## src/rtl/mfhwt_line_wr_ctrl_if.sv

```systemverilog
// -----------------------------------------------------------------------------
// mfhwt_line_wr_ctrl_if
// Purpose : Bundles the pixel-input handshake, the write/read side of the
//           4-row line FIFO bank and the downstream column handshake used by
//           mfhwt_line_wr_ctrl.
// Signals :
//   iValid, iSof, iData[15:0]  - upstream pixel stream (iSof qualified by iValid)
//   oReady                     - controller accepts a pixel this cycle
//   oWrreq[3:0], oData[15:0]   - one-hot row write request and write data
//   iFull[3:0], iEmpty         - per-row full flags, bank all-empty flag
//   oRdreq                     - common read request to all four FIFOs
//   iDsReady                   - downstream can take a 4-row column
//   oColValid                  - FIFO output holds a valid column this cycle
//   oGroupDone                 - one-cycle pulse when a 4-row group is drained
// Modports: slave  - the controller's view
//           master - the environment's view (upstream, FIFO bank, downstream)
// -----------------------------------------------------------------------------
interface mfhwt_line_wr_ctrl_if;
    logic        iValid;
    logic        iSof;
    logic [15:0] iData;
    logic        oReady;
    logic [3:0]  oWrreq;
    logic [15:0] oData;
    logic [3:0]  iFull;
    logic        iEmpty;
    logic        oRdreq;
    logic        iDsReady;
    logic        oColValid;
    logic        oGroupDone;

    modport slave (
        input  iValid, iSof, iData, iFull, iEmpty, iDsReady,
        output oReady, oWrreq, oData, oRdreq, oColValid, oGroupDone
    );

    modport master (
        output iValid, iSof, iData, iFull, iEmpty, iDsReady,
        input  oReady, oWrreq, oData, oRdreq, oColValid, oGroupDone
    );
endinterface

```

## src/rtl/mfhwt_line_wr_ctrl.sv

```systemverilog
// -----------------------------------------------------------------------------
// mfhwt_line_wr_ctrl
// Purpose : Writes a raster pixel stream into a bank of four line FIFOs, one
//           row per FIFO. After four complete rows (a group) it stops taking
//           pixels and drains the bank column by column to the downstream
//           stage, then returns to filling.
// Ports   :
//   iClk        - clock, all registers rising-edge
//   iReset      - synchronous, active-high reset
//   bus         - mfhwt_line_wr_ctrl_if.slave (pixel in, FIFO bank, downstream)
//   oOverflow   - sticky "a pixel was dropped on a full FIFO" flag; exists only
//                 when MFHWT_LINE_WR_CTRL_OVF_EN is defined
// Parameters:
//   LINE_W      - pixels per row, also the depth of each line FIFO
//   CNT_W       - column counter width, 2**CNT_W >= LINE_W
// Configuration macro: MFHWT_LINE_WR_CTRL_OVF_EN (adds oOverflow)
// -----------------------------------------------------------------------------
module mfhwt_line_wr_ctrl #(
    parameter int LINE_W = 640,
    parameter int CNT_W  = 10
) (
    input  logic                  iClk,
    input  logic                  iReset,
    mfhwt_line_wr_ctrl_if.slave   bus
`ifdef MFHWT_LINE_WR_CTRL_OVF_EN
    ,
    output logic                  oOverflow
`endif
);

    // The read counter must be able to hold LINE_W itself (terminal value),
    // so it carries one bit more than the column counter.
    localparam int                RD_W     = CNT_W + 1;
    localparam logic [CNT_W-1:0]  COL_LAST = CNT_W'(LINE_W - 1);
    localparam logic [RD_W-1:0]   RD_END   = RD_W'(LINE_W);

    typedef enum logic [0:0] {
        ST_FILL  = 1'b0,
        ST_DRAIN = 1'b1
    } state_e;

    state_e            state_q,      state_d;
    logic [1:0]        row_q,        row_d;
    logic [CNT_W-1:0]  col_q,        col_d;
    logic [RD_W-1:0]   rdcnt_q,      rdcnt_d;
    logic              ready_q,      ready_d;
    logic [3:0]        wrreq_q,      wrreq_d;
    logic [15:0]       data_q,       data_d;
    logic              colvalid_q,   colvalid_d;
    logic              groupdone_q,  groupdone_d;
`ifdef MFHWT_LINE_WR_CTRL_OVF_EN
    logic              ovf_q,        ovf_d;
`endif

    logic              accept_s;
    logic              rdreq_s;
    logic              drop_s;
    logic [1:0]        eff_row_s;
    logic [CNT_W-1:0]  eff_col_s;

    // Pixel accept and effective write position; an accepted iSof relocates
    // the current pixel to the start of the group (row 0, col 0).
    always_comb begin
        accept_s  = bus.iValid && ready_q;
        if (bus.iSof) begin
            eff_row_s = 2'd0;
            eff_col_s = '0;
        end else begin
            eff_row_s = row_q;
            eff_col_s = col_q;
        end
        drop_s = accept_s && bus.iFull[eff_row_s];
    end

    // Column read request; must be 0 while reset is asserted, even mid-drain.
    always_comb begin
        rdreq_s = (state_q == ST_DRAIN) && !iReset && bus.iDsReady &&
                  !bus.iEmpty && (rdcnt_q < RD_END);
    end

    // Next-state logic for the FILL/DRAIN controller and its outputs.
    always_comb begin
        state_d     = state_q;
        row_d       = row_q;
        col_d       = col_q;
        rdcnt_d     = rdcnt_q;
        ready_d     = ready_q;
        wrreq_d     = 4'b0000;
        data_d      = data_q;
        colvalid_d  = rdreq_s;
        groupdone_d = 1'b0;
`ifdef MFHWT_LINE_WR_CTRL_OVF_EN
        ovf_d       = ovf_q | drop_s;
`endif
        case (state_q)
            ST_FILL: begin
                if (accept_s) begin
                    data_d = bus.iData;
                    // A full row FIFO loses the pixel but the position still
                    // advances so the raster geometry stays intact.
                    if (drop_s) begin
                        wrreq_d = 4'b0000;
                    end else begin
                        wrreq_d = 4'b0001 << eff_row_s;
                    end
                    if (eff_col_s == COL_LAST) begin
                        col_d = '0;
                        row_d = eff_row_s + 2'd1;
                        if (eff_row_s == 2'd3) begin
                            state_d = ST_DRAIN;
                            ready_d = 1'b0;
                            rdcnt_d = '0;
                        end else begin
                            state_d = ST_FILL;
                        end
                    end else begin
                        col_d = eff_col_s + CNT_W'(1);
                        row_d = eff_row_s;
                    end
                end else begin
                    wrreq_d = 4'b0000;
                end
            end
            ST_DRAIN: begin
                if (rdreq_s) begin
                    rdcnt_d = rdcnt_q + RD_W'(1);
                end else if (rdcnt_q == RD_END) begin
                    // All reads issued and none in flight this cycle: the
                    // last column is on the FIFO output now, leave next edge.
                    state_d     = ST_FILL;
                    ready_d     = 1'b1;
                    row_d       = 2'd0;
                    col_d       = '0;
                    rdcnt_d     = '0;
                    groupdone_d = 1'b1;
                end else begin
                    rdcnt_d = rdcnt_q;
                end
            end
            default: begin
                state_d = ST_FILL;
                ready_d = 1'b1;
                row_d   = 2'd0;
                col_d   = '0;
                rdcnt_d = '0;
            end
        endcase
    end

    // State and output registers with synchronous reset.
    always_ff @(posedge iClk) begin
        if (iReset) begin
            state_q     <= ST_FILL;
            row_q       <= 2'd0;
            col_q       <= '0;
            rdcnt_q     <= '0;
            ready_q     <= 1'b1;
            wrreq_q     <= 4'b0000;
            data_q      <= 16'h0000;
            colvalid_q  <= 1'b0;
            groupdone_q <= 1'b0;
`ifdef MFHWT_LINE_WR_CTRL_OVF_EN
            ovf_q       <= 1'b0;
`endif
        end else begin
            state_q     <= state_d;
            row_q       <= row_d;
            col_q       <= col_d;
            rdcnt_q     <= rdcnt_d;
            ready_q     <= ready_d;
            wrreq_q     <= wrreq_d;
            data_q      <= data_d;
            colvalid_q  <= colvalid_d;
            groupdone_q <= groupdone_d;
`ifdef MFHWT_LINE_WR_CTRL_OVF_EN
            ovf_q       <= ovf_d;
`endif
        end
    end

    assign bus.oReady     = ready_q;
    assign bus.oWrreq     = wrreq_q;
    assign bus.oData      = data_q;
    assign bus.oRdreq     = rdreq_s;
    assign bus.oColValid  = colvalid_q;
    assign bus.oGroupDone = groupdone_q;
`ifdef MFHWT_LINE_WR_CTRL_OVF_EN
    assign oOverflow      = ovf_q;
`endif

endmodule

```

## src/flat_wrapper.sv

```systemverilog
// flat-port wrapper written by rule: the top's interface ports become plain ports
module mfhwt_line_wr_ctrl_flat 
#(
    parameter int LINE_W = 640,
    parameter int CNT_W  = 10
)
  (iClk, iReset, bus_iValid, bus_iSof, bus_iData, bus_iFull, bus_iEmpty, bus_iDsReady, bus_oReady, bus_oWrreq, bus_oData, bus_oRdreq, bus_oColValid, bus_oGroupDone);
  mfhwt_line_wr_ctrl_if bus_i ();
  input  logic iClk;
  input  logic iReset;
  input wire logic [$bits(bus_i.iValid)-1:0] bus_iValid;
  input wire logic [$bits(bus_i.iSof)-1:0] bus_iSof;
  input wire logic [$bits(bus_i.iData)-1:0] bus_iData;
  input wire logic [$bits(bus_i.iFull)-1:0] bus_iFull;
  input wire logic [$bits(bus_i.iEmpty)-1:0] bus_iEmpty;
  input wire logic [$bits(bus_i.iDsReady)-1:0] bus_iDsReady;
  output wire logic [$bits(bus_i.oReady)-1:0] bus_oReady;
  output wire logic [$bits(bus_i.oWrreq)-1:0] bus_oWrreq;
  output wire logic [$bits(bus_i.oData)-1:0] bus_oData;
  output wire logic [$bits(bus_i.oRdreq)-1:0] bus_oRdreq;
  output wire logic [$bits(bus_i.oColValid)-1:0] bus_oColValid;
  output wire logic [$bits(bus_i.oGroupDone)-1:0] bus_oGroupDone;
  assign bus_i.iValid = bus_iValid;
  assign bus_i.iSof = bus_iSof;
  assign bus_i.iData = bus_iData;
  assign bus_i.iFull = bus_iFull;
  assign bus_i.iEmpty = bus_iEmpty;
  assign bus_i.iDsReady = bus_iDsReady;
  assign bus_oReady = bus_i.oReady;
  assign bus_oWrreq = bus_i.oWrreq;
  assign bus_oData = bus_i.oData;
  assign bus_oRdreq = bus_i.oRdreq;
  assign bus_oColValid = bus_i.oColValid;
  assign bus_oGroupDone = bus_i.oGroupDone;
  mfhwt_line_wr_ctrl #(.LINE_W(LINE_W), .CNT_W(CNT_W)) u_core (.iClk(iClk), .iReset(iReset), .bus(bus_i));
endmodule
```

## config.mk

```make
export PLATFORM = sky130hd
export DESIGN_NAME = mfhwt_line_wr_ctrl_flat
export DESIGN_NICKNAME = d
export VERILOG_FILES = /design/src/rtl/mfhwt_line_wr_ctrl_if.sv /design/src/rtl/mfhwt_line_wr_ctrl.sv /design/src/flat_wrapper.sv
export SDC_FILE = /design/constraint.sdc
export NUM_CORES = 1
export LEC_CHECK = 0
export CAP_MARGIN = 0
export CORE_MARGIN = 2
export CORE_UTILIZATION = 44
export CTS_CLUSTER_SIZE = 14
export DETAILED_ROUTE_END_ITERATION = 12
export GPL_TIMING_DRIVEN = 0
export HOLD_SLACK_MARGIN = 0.12
export PLACE_DENSITY = 0.73
export SKIP_CTS_REPAIR_TIMING = 1
export SYNTH_ARGS = -nofsm -noshare
export SYNTH_HDL_FRONTEND = slang
export SYNTH_SLANG_ARGS = --single-unit
```

## constraint.sdc

```tcl
create_clock -name iClk -period 2.15 [get_ports iClk]
set_input_delay 0.3225 -clock iClk [delete_from_list [all_inputs] [get_ports iClk]]
set_output_delay 0.3225 -clock iClk [all_outputs]
set_load 0.01 [all_outputs]
```

Word-level counts from Yosys, hierarchy flattened
Index checks and enable logic that the tools add are counted.

Register bits after elaboration: 47. Input port bits: 26. Output and inout bits: 24. Logic and storage cells: 73.

Add/sub/neg operators: 3. Magnitude comparators: 2. Eq/ne operators: 9. Shifts and indexed selects: 1. Multiplexer cells: 33. Bitwise operators: 2. Reductions and logical operators: 14.

Operators with widths (count): two-way mux 11 bit (5); two-way mux 10 bit (5); case mux 11 bit (2 select lines) (1); case mux 10 bit (2 select lines) (1); two-way mux 1 bit (12); adder 11 x 1 -> 11 bit (second input constant) (1); equality test 11 x 10 -> 1 bit (second input constant) (1); < comparator 11 x 10 -> 1 bit (second input constant) (1); adder 10 x 1 -> 10 bit (second input constant) (1); equality test 10 bit (second input constant) (1); two-way mux 2 bit (5); logical AND 1 bit (6); != test 2 x 1 -> 1 bit (second input constant) (3); AND reduction 5 bit (1); != test 2 bit (second input constant) (2); case mux 1 bit (2 select lines) (2); case mux 2 bit (2 select lines) (1); AND reduction 4 bit (1); OR reduction 4 bit (1); left shift 1 x 2 -> 4 bit (first input constant) (1); < comparator 2 x 3 -> 1 bit (second input constant) (1); != test 3 bit (second input constant) (1); AND reduction 3 bit (1); OR reduction 3 bit (1); 6 further kinds (8).

Longest topological paths before layout
Depth after elaboration: 7. Mapped depth: 9. Gate-level depth less buffers: 7.

Worst setup path after synthesis
Ideal clock, no wire load.

Path type: input to register. Start point: input port bus_iSof. End point: register u_core.rdcnt_q[2]. Setup time: 138 ps. Arrival time: 1965 ps. Required time: 2012 ps. Slack: 47 ps. Stages: 8. Path buffers: 2. Cell sequence: clkbuf_1 -> nor2b_1 -> ha_1 -> nand2_1 -> or4_4 -> buf_6 -> o211ai_4 -> a311oi_1.

Cells in the longest elaborated chain, start to end: 4. Elaborated cells between the ends (all ways): 7. Classes of those cells: eq/ne: 4; mux: 2; reduce/logical: 1.

Ends and longest elaborated chain: from (decl) (line flat_wrapper.sv:12) `input wire logic [$bits(bus_i.iSof)-1:0] bus_iSof;`; two-way mux 10 bit / two-way mux 2 bit (equally long branches) (line mfhwt_line_wr_ctrl.sv:65) `if (bus.iSof) begin`; equality test 10 bit / equality test 2 bit (equally long branches) (line mfhwt_line_wr_ctrl.sv:106, mfhwt_line_wr_ctrl.sv:109); != test 2 x 1 -> 1 bit (no line); AND reduction 4 bit (no line) *; to (signal assigned) (line mfhwt_line_wr_ctrl.sv:169) `rdcnt_q <= rdcnt_d;`; to (decl) (line mfhwt_line_wr_ctrl.sv:45) `logic [RD_W-1:0] rdcnt_q, rdcnt_d;`.

Mark *: on every way between the ends. The rest lies on a longest branch, timed or not. A chain may end at the register's enable or synchronous reset.

Worst setup path in the final report
Start point: register u_core.col_q[0]. End point: register u_core.rdcnt_q[4].

Cells in the longest elaborated chain, start to end: 4.

Ends and longest elaborated chain: from (decl) (line mfhwt_line_wr_ctrl.sv:44) `logic [CNT_W-1:0] col_q, col_d;`; from (signal assigned) (line mfhwt_line_wr_ctrl.sv:168) `col_q <= col_d;`; two-way mux 10 bit (line mfhwt_line_wr_ctrl.sv:65); equality test 10 bit (line mfhwt_line_wr_ctrl.sv:106) `if (eff_col_s == COL_LAST) begin`; != test 2 x 1 -> 1 bit (no line); AND reduction 4 bit (no line).

Every way passes these cells.

==> run_results.csv <==
group,metric,value,unit
outcome,outcome,"finished, final reports clean",
die,core,0.00472,mm^2
global_routing,grt_pass1_wl,8600,um
final_layout,final_net_count,352,
yosys,synth_seq_area_share,0.439,
die,rows,25,
placement,gp_congestion,0.869,
run,cap_violations,0,
yosys,ys_seq_elements,47,
route,drt_pass1_iterations,4,
yosys,yosysTopAreaCell,"dfxtp_1",
cts,clk_pin_slew,100,ps
final_layout,drive_above_1_share,0.130,
yosys,synth.cells.most_frequent,"dfxtp_1, nand2_1, a21oi_1",
cts,clockRootBuffer,"clkbuf_8",
final_layout,fin_cells,390,
route,route.met2.wl,2770,um
final_layout,post-route-util,0.628,
setup_path,crit_fanout,6,
final_layout,antenna_cells,0,
yosys,synthFlopType,"dfxtp_1",
power,powerDensity,588,mW/mm^2
die,dieArea,0.00545,mm^2
yosys,yosysWarnings,0,
placement,placed_cells,372,
global_routing,gr-total-overflow,0,
yosys,synth-edff-count,0,
yosys,yosys.area.top_type_share,0.439,
setup_path,critPathKind,"register to register",
power,switching_share,0.237,
power,p_leak,1.03,nW
timing,max_freq,474,MHz
yosys,synth_top_cells_by_area,"dfxtp_1, nand2_1, a21oi_1, nand3_1, ha_1",
min_path,hold_class,"register to register",
die,chipHeight,73.8,um
global_routing,grt_use_total,0.204,
timing,fin_crit_sh,0.982,
power,finalPower,1.75,mW
setup_path,required,2330,ps
route,wl_met3,201,um
setup_path,start_kind,"register",
setup_path,worst-endpoint-arrival,2290,ps
power,p_seq_frac,0.515,
timing,relSlewSlack,0.613,
timing,fin_crit,2110,ps
final_layout,area_growth,38.4,%
power,clkPwrFrac,0.388,
final_layout,num-fill-cells,436,
die,initial_core_util,0.454,
global_routing,antenna_found_initial,0,
setup_path,reg2reg_from,"u_core.col_q[0]",
route,vias,2067,
power,internal-power,1.33,mW
route,totalWireLength,5590,um
yosys,syn-num-nets,286,
placement,port_buffers,49,
min_path,holdPathStages,2,
placement,dpl.hpwl,3760,um
route,highest_layer,"met4",
timing,setup_viol,0,
power,switching_power,0.413,mW
route,drtAntennaViolNets,0,
cts,cts.sinks,47,
global_routing,grt_max_degree,17,
route,avgRoutedWirePerCell,14.3,um
setup_path,endpoint_kind,"register",
placement,place_ws,-770,ps
yosys,avgSynthCellArea,8.38,um^2
die,num_io_pins,50,
min_path,worstHoldEndpoint,"u_core.bus.oData[14]",
route,drtIter0Drc,111,
timing,postLayoutSetupSlackWorst,39.1,ps
route,viasPerCell,5.30,
route,wl_met1,2550,um
timing,worst_clock_skew,13.5,ps
power,peakVddDrop,0.000461,V
cts,tritoncts,"yes",
route,route.detailed.drc,0,
cts,clk_path_buf_depth,2,
timing,fin_setup_tns,0,ps
timing,tightest_slew,580,ps
yosys,synth.distinct_cells,46,
min_path,hold_path_startpoint,"u_core.bus.oData[14]",
setup_path,r2r_cells,8,
global_routing,grt_pass1_vias,1871,
cts,cts_htree_levels,2,
die,die_width,73.8,um
cts,worst_skew_pair.late_latency,310,ps
yosys,async_reset_ff_frac,0,
power,combPwrFrac,0.096,
setup_path,r2r_end,"u_core.rdcnt_q[4]",
yosys,synth_cells,256,
timing,drv_slew,0,
timing,hold_violations,0,
cts,numCtsBuffers,5,
yosys,netlist_area,0.00214,mm^2
setup_path,r2r_slack,40,ps
worst max-delay path by stage:
stage / startpoint / to / slack [ps]
6_report: u_core.col_q[0] / u_core.rdcnt_q[4] / 40
5_1_grt: u_core.col_q[0] / u_core.rdcnt_q[4] / -40
4_1_cts: bus_iSof / u_core.rdcnt_q[4] / -430
3_5_place_dp: bus_iSof / u_core.rdcnt_q[4] / -770
3_3_place_gp: bus_iSof / u_core.rdcnt_q[3] / -760
2_1_floorplan: bus_iSof / u_core.rdcnt_q[2] / 50
state kept, by name (all words and copies together) (netlist names):
name and flops:
u_core.bus.oGroupDone 1, u_core.bus.oWrreq 4, u_core.row_q 2, u_core.bus.oData 16, u_core.bus.oReady 1, u_core.state_q 1
u_core.col_q 10, u_core.bus.oColValid 1, u_core.rdcnt_q 11
critical path, stage by stage, from the launching register on:
cell,delay (ps)
dfxtp_2,370
nor2b_2,170
ha_2,230
nand2_2,120
or4_4,530
buf_6,150
o211ai_4,150
buf_4,170
a311oi_2,90
per-stage QoR:
stage          cell area (um^2)  hold slack (ps)
2_1_floorplan              2140              399
3_3_place_gp               2720              441
3_5_place_dp               2720              447
4_1_cts                    2830              460
5_1_grt                    2970              476
6_report                   2970              458
cell usage in the layout (no fill, tap or decap), types with 3 or more instances in the layout:
cell / n
a21oi_1: 22
a311oi_2: 3
a31oi_1: 7
buf_4: 10
buf_6: 3
clkbuf_1: 11
clkbuf_8: 5
clkdlybuf4s50_1: 47
dfxtp_1: 45
ha_1: 3
inv_1: 12
nand2_1: 46
nand3_1: 19
nand4_1: 3
nor2_1: 11
nor3_1: 4
nor4_1: 5
nor4b_1: 3
o21ai_0: 5
o32ai_1: 5
xnor2_1: 4
power groups by stage:
| stage | registers, mW | clock network, mW | logic [mW] |
|---|---|---|---|
| 6_report | 0.900 | 0.678 | 0.168 |
| 5_1_grt | 0.902 | 0.725 | 0.182 |
| 4_1_cts | 0.899 | 0.687 | 0.166 |
| 3_5_place_dp | 0.919 | 0 | 0.165 |
| 3_3_place_gp | 0.918 | 0 | 0.165 |
| 2_1_floorplan | 0.927 | 0 | 0.0586 |
layout make-up:
type / count / area [um^2] / area share
plain buffers: 14 / 75.1 / 0.0253
clock buffers: 5 / 68.8 / 0.0232
clock inverters: 3 / 46.3 / 0.0156
inverters: 13 / 52.6 / 0.0177
multi-input cells: 182 / 1130 / 0.380
flip-flops and latches: 47 / 943 / 0.318
well taps: 67 / 83.8 / 0.0282
repair buffers: 59 / 571 / 0.192
routing by layer:
layer	vias up	track usage
li1	1048	-
met1	962	0.270
met2	50	0.318
met3	7	0.0439
met4	0	0.0869
met5	-	0
logic make-up (layout without fill, tap and decap cells):
group,after synthesis,after routing,synth area share
AOI/OAI and AO/OA,55,55,0.169
xor gates and xnor gates,6,6,0.0245
adders and majority gates,4,4,0.0233
buffers and inverters,27,94,0.0543
DFF,47,47,0.439
and+or+nand+nor,117,117,0.290
Power figures use the tool's default switching activity.
